===== config.mk =====
export PLATFORM = sky130hd
export DESIGN_NAME = cfr_cpg_alloc
export DESIGN_NICKNAME = d
export VERILOG_FILES = /design/src/rtl/cfr_cpg_alloc.sv
export SDC_FILE = /design/constraint.sdc
export NUM_CORES = 1
export LEC_CHECK = 0
export ABC_AREA = 1
export ABC_CLOCK_PERIOD_IN_PS = 9150
export BUFFER_PORTS_ARGS = -buffer_cell sky130_fd_sc_hd__buf_2
export CAP_MARGIN = 10
export CORE_ASPECT_RATIO = 0.6
export CORE_MARGIN = 2
export CORE_UTILIZATION = 45
export DETAILED_ROUTE_END_ITERATION = 12
export PLACE_DENSITY = 0.65
export SETUP_SLACK_MARGIN = 0.2
export SLEW_MARGIN = 25
export SYNTH_ARGS = -nofsm -noshare
export SYNTH_HDL_FRONTEND = slang
export SYNTH_SLANG_ARGS = --single-unit

===== constraint.sdc =====
create_clock -name clk -period 9.15 [get_ports clk]
set_input_delay 0.915 -clock clk [delete_from_list [all_inputs] [get_ports clk]]
set_output_delay 0.915 -clock clk [all_outputs]
set_load 0.005 [all_outputs]

===== src/rtl/cfr_cpg_alloc.sv =====
// cfr_cpg_alloc: schedules detected CFR peaks onto a bank of cancellation
// pulse generators (CPGs), round-robin, tracking how long each CPG stays busy
// and keeping saturating allocation/drop statistics.
// Optional feature: define CFR_CPG_ALLOC_MIN_SPACING_EN to drop any peak that
// arrives less than MIN_SPACING clk cycles after the previously accepted one.
module cfr_cpg_alloc #(
    parameter int DATA_WIDTH     = 16,
    parameter int NUM_CPG        = 6,
    parameter int CPW_LEN_CYCLES = 128,
    parameter int STAT_WIDTH     = 16,
    parameter int MIN_SPACING    = 4
) (
    input  logic                         clk,
    input  logic                         rst_n,
    input  logic                         peak_valid_in,
    input  logic signed [DATA_WIDTH-1:0] peak_i_in,
    input  logic signed [DATA_WIDTH-1:0] peak_q_in,
    input  logic                         peak_phase_in,
    input  logic                         ctrl_enable,
    input  logic                         stat_clear,
    output logic [NUM_CPG-1:0]           cpg_start,
    output logic signed [DATA_WIDTH-1:0] cpg_peak_i,
    output logic signed [DATA_WIDTH-1:0] cpg_peak_q,
    output logic                         cpg_phase,
    output logic [NUM_CPG-1:0]           cpg_busy,
    output logic [STAT_WIDTH-1:0]        stat_alloc_cnt,
    output logic [STAT_WIDTH-1:0]        stat_drop_cnt
);

    localparam int CW = $clog2(CPW_LEN_CYCLES + 1);
    localparam int PW = $clog2(NUM_CPG);
    localparam logic [CW-1:0] PULSE_LEN = CW'(CPW_LEN_CYCLES);
    localparam logic [PW-1:0] LAST_CPG  = PW'(NUM_CPG - 1);

    logic [CW-1:0]      cnt      [NUM_CPG];
    logic [CW-1:0]      cnt_next [NUM_CPG];
    logic [NUM_CPG-1:0] eligible;
    logic [NUM_CPG-1:0] start_vec;
    logic [PW-1:0]      rr_ptr;
    logic [PW-1:0]      pick;
    logic               found;
    logic               spacing_ok;
    logic               request;
    logic               alloc;
    logic               drop;
    int                 search_idx;

`ifdef CFR_CPG_ALLOC_MIN_SPACING_EN
    localparam int SPW = $clog2(MIN_SPACING) + 1;
    logic [SPW-1:0] spacing_cnt;

    assign spacing_ok = (spacing_cnt == '0);

    // Spacing window: reload after every accepted peak, then count down to zero
    always_ff @(posedge clk or negedge rst_n) begin
        if (!rst_n) begin
            spacing_cnt <= '0;
        end else if (alloc) begin
            spacing_cnt <= SPW'(MIN_SPACING - 1);
        end else if (spacing_cnt != '0) begin
            spacing_cnt <= spacing_cnt - 1'b1;
        end
    end
`else
    assign spacing_ok = 1'b1;
`endif

    assign request = peak_valid_in && ctrl_enable;
    assign alloc   = request && spacing_ok && found;
    assign drop    = request && !alloc;

    // A CPG may be reused in the very cycle its pulse ends (count of 1)
    always_comb begin
        for (int k = 0; k < NUM_CPG; k++) begin
            eligible[k] = (cnt[k] <= CW'(1));
        end
    end

    // Round-robin search: first eligible CPG at or after rr_ptr, wrapping
    always_comb begin
        found      = 1'b0;
        pick       = '0;
        search_idx = 0;
        for (int i = 0; i < NUM_CPG; i++) begin
            search_idx = int'(rr_ptr) + i;
            if (search_idx >= NUM_CPG) begin
                search_idx = search_idx - NUM_CPG;
            end
            if (!found && eligible[search_idx]) begin
                found = 1'b1;
                pick  = PW'(search_idx);
            end
        end
    end

    // Next busy-counter values: load on allocation, otherwise run down to zero
    always_comb begin
        for (int k = 0; k < NUM_CPG; k++) begin
            if (alloc && (pick == PW'(k))) begin
                cnt_next[k] = PULSE_LEN;
            end else if (cnt[k] != '0) begin
                cnt_next[k] = cnt[k] - 1'b1;
            end else begin
                cnt_next[k] = '0;
            end
        end
    end

    // One-hot start strobe for the chosen CPG
    always_comb begin
        start_vec       = '0;
        start_vec[pick] = alloc;
    end

    // Busy counters and the registered busy flags derived from them
    always_ff @(posedge clk or negedge rst_n) begin
        if (!rst_n) begin
            for (int k = 0; k < NUM_CPG; k++) begin
                cnt[k] <= '0;
            end
            cpg_busy <= '0;
        end else begin
            for (int k = 0; k < NUM_CPG; k++) begin
                cnt[k]      <= cnt_next[k];
                cpg_busy[k] <= (cnt_next[k] != '0);
            end
        end
    end

    // Start strobe, broadcast peak data and round-robin pointer
    always_ff @(posedge clk or negedge rst_n) begin
        if (!rst_n) begin
            cpg_start  <= '0;
            cpg_peak_i <= '0;
            cpg_peak_q <= '0;
            cpg_phase  <= 1'b0;
            rr_ptr     <= '0;
        end else begin
            cpg_start <= start_vec;
            if (alloc) begin
                cpg_peak_i <= peak_i_in;
                cpg_peak_q <= peak_q_in;
                cpg_phase  <= peak_phase_in;
                rr_ptr     <= (pick == LAST_CPG) ? '0 : pick + 1'b1;
            end
        end
    end

    // Saturating statistics; a clear wins over an event in the same cycle
    always_ff @(posedge clk or negedge rst_n) begin
        if (!rst_n) begin
            stat_alloc_cnt <= '0;
            stat_drop_cnt  <= '0;
        end else if (stat_clear) begin
            stat_alloc_cnt <= '0;
            stat_drop_cnt  <= '0;
        end else begin
            if (alloc && (stat_alloc_cnt != '1)) begin
                stat_alloc_cnt <= stat_alloc_cnt + 1'b1;
            end
            if (drop && (stat_drop_cnt != '1)) begin
                stat_drop_cnt <= stat_drop_cnt + 1'b1;
            end
        end
    end

endmodule

==> flow_summary_export.csv, run 1 <==
group,metric,value,unit
power_and_ir_drop,p_per_area,140,nW/um2
die,io_pins,115,
worst_hold_path,hp-class,"in2async",
detailed_routing,drt-initial-drc-count,507,
clock_tree,cts_tree,"done",
logic_synthesis,async_flop_share,1.00,
detailed_routing,via_count,6848,
clock_tree,cts_resized,0,
critical_path,path_buf_inv,7,
sta,fmax,194,MHz
detailed_routing,avgViaCountPerCell,4.96,
sta,worst_slew_pin_slew,915,ps
critical_path,crit_path_max_incr_delay,670,ps
global_routing,grt_pass1_vias,6258,
detailed_routing,wl,18.2,mm
sta,final.min_clock_period,5160,ps
power_and_ir_drop,p_clk_frac,0.526,
global_routing,grt_remaining_overflow,0,
global_routing,grt_pass1_wl,31.0,mm
status,outcome,"finished clean",
finish,antenna_cells,0,
critical_path,reg2reg_from,"rr_ptr[0]$_DFFE_PN0P_",
critical_path,worstSetupStartpointType,"register",
critical_path,cp_top_family,"simple AND/OR/NAND/NOR gates",
critical_path,cp_slowest_cell,"dfrtp_1",
die,core,17000,um2
sta,slew_headroom,0.385,
power_and_ir_drop,p_comb_frac,0.026,
finish,mostFrequentLayoutCells,"nand2_1, inv_1, dfrtp_1",
clock_tree,clkLatencyLatePin,430,ps
logic_synthesis,synthCells,1015,
logic_synthesis,yosys_warnings,0,
logic_synthesis,avgSynthCellArea,7.61,um2
run,drv_cap,0,
critical_path,setup.worst_path.end_class,"register",
power_and_ir_drop,ir_drop,0.000110,V
sta,fin_crit_sh,0.564,
power_and_ir_drop,power_switching,0.312,mW
place,hpwlAfterDp,13.3,mm
die,die_h,106,um
power_and_ir_drop,p_leak,4.97,nW
critical_path,crit_top_cell,"nand2_1",
finish,layout-drive-gt1-share,0.193,
critical_path,ff2ff_path_depth,23,
power_and_ir_drop,pwr-share-seq,0.448,
critical_path,cp.arrival,5480,ps
critical_path,cp.required,9470,ps
finish,area_growth,17.6,%
sta,slew_violations,0,
die,rows,37,
critical_path,worstReg2RegEnd,"stat_alloc_cnt[13]$_DFFE_PN0P_",
critical_path,startpoint,"rr_ptr[0]$_DFFE_PN0P_",
critical_path,cp_max_fo,40,
place,post_dp_cell_area,8510,um2
logic_synthesis,ys_ff_latch,128,
finish,design_area,9080,um2
place,port_buffers,114,
finish,nNetsFinal,1206,
clock_tree,post-cts-setup-buffers,0,
die,start_util,0.455,
sta,setup_viol_count_final,0,
critical_path,crit_path_end,"stat_alloc_cnt[13]$_DFFE_PN0P_",
logic_synthesis,synth_seq_area_share,0.415,
critical_path,path_class,"reg2reg",
die,dieArea,18300,um2
clock_tree,cts_root_buffer,"clkbuf_16",
critical_path,crit_chain,"inv_1, ha_1, inv_1, ha_1, inv_1, nand3_1, inv_2, nand2_1, nand2_1, nand2_1, nand2_1, nand2_1, nand2_2, inv_2, nor2_4, nand3_2, nand2_2, inv_2, o21ai_4, nand2_2, inv_1, nand2_1, o31ai_1",
detailed_routing,dr.pass1.iters,5,
power_and_ir_drop,p_int,0.959,mW
logic_synthesis,synth_flop_cell,"dfrtp_1",
logic_synthesis,synth_cell_types,50,
clock_tree,clkTransAtPathRegs,70,ps
power_and_ir_drop,p_sw_frac,0.245,
finish,mostFrequentLayoutCell,"nand2_1",
critical_path,cp.depth,23,
global_routing,grt_max_degree,68,
detailed_routing,drc,0,
clock_tree,cts-buffers-inserted,17,
die,die_w,173,um
detailed_routing,ant_nets,0,
clock_tree,cts_sinks,128,
clock_tree,postCtsHoldBufs,0,
sta,rsz0062_at_grt,"false",
place,gp_congestion,0.866,
sta,skew,14.6,ps
critical_path,r2r_slack,3990,ps
clock_tree,cts_htree_levels,4,
logic_synthesis,synth_edf_count,0,
clock_tree,cts_buffer_depth,2,
sta,tns,0,ps
global_routing,grt_util_all_layers,0.209,
detailed_routing,routedWlPerCell,13.2,um
logic_synthesis,syn_nets,1087,
sta,hold_viol_final,0,
global_routing,antenna_found_initial,0,
logic_synthesis,netlist_area,7730,um2
-- layer usage --
layer,track usage,share of wire
met1,0.337,0.54
met2,0.279,0.38
met3,0.0501,0.070
met4,0.0393,0.0070
met5,0,0
-- synthesized netlist by cell type (3+ instances only) --
cell type	count	area, um2
a21oi_1	17	85.1
buf_2	9	45.0
buf_6	3	33.8
dfrtp_1	128	3200
ha_1	34	425
inv_1	130	488
inv_2	14	52.6
nand2_1	290	1090
nand2_2	13	81.3
nand2_4	5	56.3
nand3_1	65	325
nand3_2	10	100
nand3b_1	4	30.0
nand4_1	19	119
nor2_1	117	439
nor2_2	11	68.8
nor2_4	3	33.8
nor3_1	30	150
o211ai_1	3	22.5
o21ai_0	24	120
o21ai_1	5	25.0
o31ai_1	12	90.1
o41ai_1	5	43.8
xnor2_1	6	52.6
xor2_1	27	236
-- how the worst min path moves through the flow --
| stage | slack, ps | endpoint |
|---|---|---|
| after floorplan | 450 | cnt[40]$_DFF_PN0_ |
| after global placement | 460 | cpg_peak_q[0]$_DFFE_PN0P_ |
| after detailed placement | 460 | cpg_peak_q[14]$_DFFE_PN0P_ |
| after CTS | 480 | cpg_peak_q[14]$_DFFE_PN0P_ |
| after global routing | 510 | cpg_peak_q[3]$_DFFE_PN0P_ |
| final | 460 | cnt[30]$_DFF_PN0_ |
-- kinds of logic after synthesis --
group / after synthesis / synth area share
buffers and inverters: 162 / 0.0848
XOR/XNOR: 35 / 0.0416
AO/OA/AOI/OAI: 78 / 0.0657
flip-flops: 128 / 0.415
AND/OR/NAND/NOR: 578 / 0.338
adder cells (fa/ha/maj): 34 / 0.0551
-- registers in the layout, indices dropped and copies added (netlist names) --
| register | count |
|---|---|
| cnt | 48 |
| cpg_busy | 6 |
| cpg_peak_i | 16 |
| cpg_peak_q | 16 |
| cpg_phase | 1 |
| cpg_start | 6 |
| rr_ptr | 3 |
| stat_alloc_cnt | 16 |
| stat_drop_cnt | 16 |
-- per-stage QoR --
step | setup WS, ps | power (mW) | utilization | hold WS (ps) | instances
2_1_floorplan | 5840 | 0.589 | - | 453 | 1015
3_3_place_gp | 4140 | 0.614 | 0.501 | 458 | 1349
3_5_place_dp | 4030 | 0.614 | 0.501 | 462 | 1349
4_1_cts | 4000 | 1.29 | 0.535 | 479 | 1381
5_1_grt | 3470 | 1.32 | 0.535 | 508 | 1381
6_report | 3990 | 1.27 | 0.535 | 463 | 1381
-- layout make-up --
cell class / count / area, um2
fillers: 1624 / 7910
flip-flops and latches: 128 / 3200
inverters: 147 / 562
well taps: 234 / 293
clock inverters: 15 / 149
clock buffers: 17 / 425
multi-input cells: 725 / 3870
repair buffers: 115 / 584
-- power groups by stage --
stage	clock network (mW)	registers (mW)	logic, mW
after floorplan	0	0.580	0.00915
after global placement	0	0.580	0.0343
after detailed placement	0	0.580	0.0339
after CTS	0.685	0.569	0.0339
after global routing	0.714	0.569	0.0375
final	0.669	0.570	0.0327
Power figures use the tool's default switching activity.
==> run 2: changes to the inputs <==
Settings changed: ABC_CLOCK_PERIOD_IN_PS 9150 to 4650, PLACE_DENSITY 0.65 to 0.68.
Clock period 9.15 ns to 4.65 ns, I/O delays scaled along.
==> flow_summary_export.csv, run 2 (synthesis gave the netlist of run 1 again) <==
group,metric,value,unit
finish,final_cells,1385,
critical_path,cp_top_family,"simple AND/OR/NAND/NOR gates",
clock_tree,clkLatencyLatePin,410,ps
sta,tns,0,ps
critical_path,crit_top_cell,"nand2_1",
run,drv_cap,0,
status,outcome,"finished clean",
critical_path,path_class,"reg2reg",
sta,final.min_clock_period,3980,ps
place,post_dp_cell_area,8540,um2
clock_tree,cts_htree_levels,4,
clock_tree,cts_sinks,128,
finish,multi_input_area,3870,um2
global_routing,grt_max_degree,97,
die,core,17000,um2
global_routing,grt_pass1_vias,6162,
die,io_pins,115,
detailed_routing,via_count,6728,
global_routing,grt_pass1_wl,30.1,mm
global_routing,antenna_found_initial,0,
global_routing,grt_remaining_overflow,0,
finish,fin_util,0.536,
finish,nNetsFinal,1210,
clock_tree,cts_root_buffer,"clkbuf_16",
sta,slew_headroom,0.427,
place,gp_congestion,0.943,
clock_tree,post-cts-setup-buffers,0,
clock_tree,clkTransAtPathRegs,70,ps
global_routing,grt_util_all_layers,0.201,
critical_path,crit_chain,"inv_1, ha_1, inv_1, ha_1, inv_1, nand3_1, inv_2, nand2_1, nand2_1, nand2_1, nand2_1, nand2_1, nand2_2, inv_2, nor2_4, nand3_2, nor2_2, nor2_4, nor2_1, ha_1, nand2_2, nand2_1, nand4_1, nand3b_1",
critical_path,setup.worst_path.end_class,"register",
critical_path,crit_path_max_incr_delay,510,ps
detailed_routing,top_layer_used,"met4",
detailed_routing,wl_met2,6.92,mm
clock_tree,cts_buffer_depth,2,
critical_path,cp.arrival,4260,ps
critical_path,cp_max_fo,9,
place,hpwlAfterDp,13.0,mm
detailed_routing,drc,0,
finish,mostFrequentLayoutCells,"nand2_1, inv_1, dfrtp_1",
detailed_routing,drt-initial-drc-count,476,
sta,setup_viol_count_final,0,
detailed_routing,routedWlPerCell,12.9,um
detailed_routing,wl,17.8,mm
finish,fillers,1579,
clock_tree,cts-buffers-inserted,17,
finish,area_growth,17.9,%
power_and_ir_drop,p_per_area,272,nW/um2
finish,largest_reg_flops,48,
critical_path,cp.required,4930,ps
die,die_h,106,um
detailed_routing,dr.pass1.iters,5,
sta,fmax,251,MHz
detailed_routing,ant_nets,0,
critical_path,path_buf_inv,5,
critical_path,cp_slowest_cell,"dfrtp_1",
die,dieArea,18300,um2
detailed_routing,dr_wl_met3,981,um
sta,worst_slew_pin_slew,859,ps
clock_tree,cts_tree,"done",
sta,hold_viol_final,0,
sta,rsz0062_at_grt,"false",
detailed_routing,avgViaCountPerCell,4.86,
die,start_util,0.455,
critical_path,worstSetupStartpointType,"register",
die,rows,37,
finish,top_register,"cnt",
sta,slew_violations,0,
finish,regArea,3200,um2
clock_tree,postCtsHoldBufs,0,
detailed_routing,wl_met1,9.76,mm
place,port_buffers,114,
die,die_w,173,um
finish,layout-drive-gt1-share,0.195,
finish,mostFrequentLayoutCell,"nand2_1",
finish,design_area,9110,um2
sta,skew,14.6,ps
clock_tree,cts_resized,0,
place,post-place-cells,1353,
sta,fin_crit_sh,0.857,
power_and_ir_drop,finalPower,2.47,mW
power_and_ir_drop,ir_drop,0.000179,V
worst_hold_path,hp-class,"in2async",
power_and_ir_drop,p_leak,4.98,nW
finish,antenna_cells,0,
==> run 2: cell count changes in the layout (fill, tap and decap cells not counted), sizes merged <==
cell,previous run,this run
buf,115,119
clkinvlp,1,3
inv,154,151
clkbuf,17,18
==> run 2: layout make-up <==
class,instances,area share
well taps,234,0.0321
flip-flops and latches,128,0.352
multi-input cells,725,0.425
clock buffers,18,0.0482
clock inverters,14,0.0144
inverters,147,0.0617
repair buffers,119,0.0674
==> run 2: worst register-to-register path, delay by kind of cell (launching register included) <==
kind / cells / cell delay, ps
adders and majority gates: 3 / 940
buffers and inverters: 5 / 650
DFF: 1 / 510
and+or+nand+nor: 16 / 1760
==> run 2: worst paths after layout <==
path	startpoint	end	depth (start not counted)	slack [ps]
worst min-delay path	rst_n	cpg_start[1]$_DFF_PN0_	1	120
worst max register to register	rr_ptr[1]$_DFFE_PN0P_	cpg_busy[3]$_DFF_PN0_	24	670
worst min register to register	cpg_peak_q[13]$_DFFE_PN0P_	cpg_peak_q[13]$_DFFE_PN0P_	2	470
max in group asynchronous	rst_n	cnt[20]$_DFF_PN0_	2	3490
worst max-delay path	rr_ptr[1]$_DFFE_PN0P_	cpg_busy[3]$_DFF_PN0_	24	670
min in group clk	peak_i_in[11]	cpg_peak_i[11]$_DFFE_PN0P_	3	250
==> run 2: per-layer routing <==
metal	global-route usage	up-vias
li1	-	3457
met1	0.322	3076
met2	0.275	183
met3	0.0404	12
met4	0.0418	0
met5	0	-
==> run 2: stage by stage <==
stage                     hold slack [ps]  worst slack [ps]
after floorplan                       169              1340
after global placement                456               918
after detailed placement              460               751
after CTS                             166               698
after global routing                  198               234
final                                 120               666
==> run 2: power breakdown <==
group          switching, mW  internal, mW  leakage, nW  total, mW
Combinational         0.0447        0.0189         3.12     0.0636
Clock                  0.532         0.757        0.275       1.29
Sequential           0.00347          1.12         1.59       1.12
==> run 3: changes to the inputs <==
Settings changed: ABC_CLOCK_PERIOD_IN_PS 4650 to 3300, PLACE_DENSITY 0.68 to not set, PLACE_DENSITY_LB_ADDON set to 0.3.
Clock period 4.65 ns to 3.3 ns, I/O delays scaled along.
==> flow_summary_export.csv, run 3 (synthesis gave the netlist of run 1 again) <==
group,metric,value,unit
power_and_ir_drop,ir_drop,0.000312,V
power_and_ir_drop,p_int,2.83,mW
clock_tree,cts-buffers-inserted,17,
worst_hold_path,hp-class,"in2reg",
die,dieArea,18300,um2
finish,top_register,"cnt",
die,core,17000,um2
finish,largest_reg_flops,48,
detailed_routing,drt-initial-drc-count,561,
finish,nNetsFinal,1262,
detailed_routing,wl,19.9,mm
detailed_routing,dr_wl_met3,1.24,mm
critical_path,worstSetupStartpointType,"register",
detailed_routing,ant_nets,0,
clock_tree,cts_htree_levels,4,
run,drv_cap,0,
clock_tree,cts_root_buffer,"clkbuf_16",
sta,setup_viol_count_final,0,
critical_path,cp_slowest_cell,"dfrtp_2",
detailed_routing,top_layer_used,"met4",
global_routing,grt_max_degree,71,
finish,mostFrequentLayoutCell,"nand2_1",
clock_tree,cts_sinks,128,
status,outcome,"finished clean",
clock_tree,clkTransAtPathRegs,70,ps
power_and_ir_drop,p_leak,5.32,nW
critical_path,crit_chain,"ha_4, inv_2, nand2_4, nand2_4, inv_4, ha_4, a21oi_4, nand2_2, buf_4, nand2_1, nand2_2, nand2_2, nand3_4, a21oi_1, o21ai_1, nand3_2, nand2_2, nor2_4, ha_4, nand2_8, o211ai_1, inv_1, nor2_2, nand3b_1",
finish,layout-drive-gt1-share,0.287,
finish,fillers,1502,
detailed_routing,via_count,7065,
die,start_util,0.455,
finish,fin_util,0.594,
clock_tree,cts_tree,"done",
power_and_ir_drop,p_clk_frac,0.542,
critical_path,cp.required,3580,ps
place,hpwlAfterDp,13.9,mm
sta,rsz0062_at_grt,"true",
place,gp_congestion,0.905,
die,die_w,173,um
detailed_routing,wl_met2,7.98,mm
finish,mostFrequentLayoutCells,"nand2_1, dfrtp_1, inv_1",
critical_path,crit_top_cell,"nand2_2",
place,post-place-cells,1365,
sta,fin_crit_sh,0.971,
detailed_routing,avgViaCountPerCell,4.91,
global_routing,grt_pass1_vias,6493,
power_and_ir_drop,p_sw_frac,0.227,
power_and_ir_drop,power_switching,0.834,mW
sta,final.min_clock_period,3200,ps
die,die_h,106,um
critical_path,cp.arrival,3490,ps
sta,hold_viol_final,0,
global_routing,antenna_found_initial,1,
critical_path,setup.worst_path.end_class,"register",
power_and_ir_drop,p_per_area,363,nW/um2
detailed_routing,drc,0,
finish,area_growth,30.7,%
critical_path,r2r_slack,100,ps
die,rows,37,
clock_tree,clkLatencyLatePin,410,ps
place,port_buffers,114,
critical_path,path_class,"reg2reg",
critical_path,crit_path_max_incr_delay,450,ps
detailed_routing,routedWlPerCell,13.8,um
global_routing,grt_remaining_overflow,0,
sta,fmax,312,MHz
sta,skew,13.5,ps
critical_path,cp_max_fo,8,
detailed_routing,wl_met1,10.6,mm
power_and_ir_drop,pwr-share-seq,0.431,
global_routing,grt_pass1_wl,32.2,mm
die,io_pins,115,
detailed_routing,dr.pass1.iters,5,
global_routing,grt_util_all_layers,0.216,
sta,slew_headroom,0.500,
finish,final_cells,1438,
sta,slew_violations,0,
clock_tree,cts_buffer_depth,2,
power_and_ir_drop,p_comb_frac,0.027,
sta,worst_slew_pin_slew,744,ps
## run 3: routing by layer
metal | GRT usage | vias up
met4 | 0.0527 | 0
met2 | 0.293 | 225
met3 | 0.0400 | 12
li1 | - | 3575
met1 | 0.348 | 3253
met5 | 0 | -
## run 3: worst paths after layout
check                                            from                           end  depth (start not counted)
max                             rr_ptr[1]$_DFFE_PN0P_         cpg_busy[3]$_DFF_PN0_                         24
min in group asynchronous                       rst_n    cpg_peak_q[15]$_DFFE_PN0P_                          2
max reg2reg                     rr_ptr[1]$_DFFE_PN0P_         cpg_busy[3]$_DFF_PN0_                         24
min reg2reg                cpg_peak_q[14]$_DFFE_PN0P_    cpg_peak_q[14]$_DFFE_PN0P_                          2
max in group asynchronous                       rst_n  stat_drop_cnt[1]$_DFFE_PN0P_                          3
min                                      peak_q_in[7]     cpg_peak_q[7]$_DFFE_PN0P_                          3
## run 3: cell type report
| type | count | area (um2) | area share |
|---|---|---|---|
| flip-flops and latches | 128 | 3210 | 0.318 |
| inverters | 147 | 597 | 0.0591 |
| multi-input cells | 727 | 4330 | 0.429 |
| well taps | 234 | 293 | 0.0290 |
| repair buffers | 169 | 1050 | 0.104 |
| diodes | 1 | 2.50 | 0.000248 |
| clock buffers | 19 | 443 | 0.0439 |
| clock inverters | 13 | 176 | 0.0175 |
## run 3: critical path: cells and delay by family (launching register included)
| kind | cells | cell delay [ps] |
|---|---|---|
| and+or+nand+nor | 13 | 1200 |
| AOI/OAI and AO/OA | 4 | 590 |
| adders and majority gates | 3 | 510 |
| DFF | 1 | 450 |
| buffers and inverters | 4 | 310 |
## run 3: per-stage QoR
step	power [mW]	setup slack [ps]	TNS [ps]	hold slack, ps	cell area, um2
4_1_cts	3.70	114	0	92.7	9550
3_5_place_dp	1.71	-15.8	-15.8	397	8680
2_1_floorplan	1.63	215	0	34.4	7770
3_3_place_gp	1.70	135	0	394	8680
6_report	3.67	96.4	0	111	10100
5_1_grt	3.79	-127	-260	114	10100
## run 3: power groups by stage
stage               sequential, mW  combinational [mW]  clock [mW]
floorplan                     1.61              0.0254           0
global placement              1.61              0.0973           0
detailed placement            1.61              0.0972           0
CTS                           1.58              0.0998        2.02
global route                  1.58               0.113        2.10
finish                        1.58              0.0987        1.99
## run 3: what timing repair did
| action | CTS | global route |
|---|---|---|
| setup buffers | 10 | 27 |
| cloned | 0 | 2 |
| hold buffers | 1 | 0 |
| endpoints found under the hold margin | 69 | 0 |
| pin swaps | 25 | 33 |
| endpoints found under the setup margin | 80 | 128 |
| resized for setup | 35 | 94 |
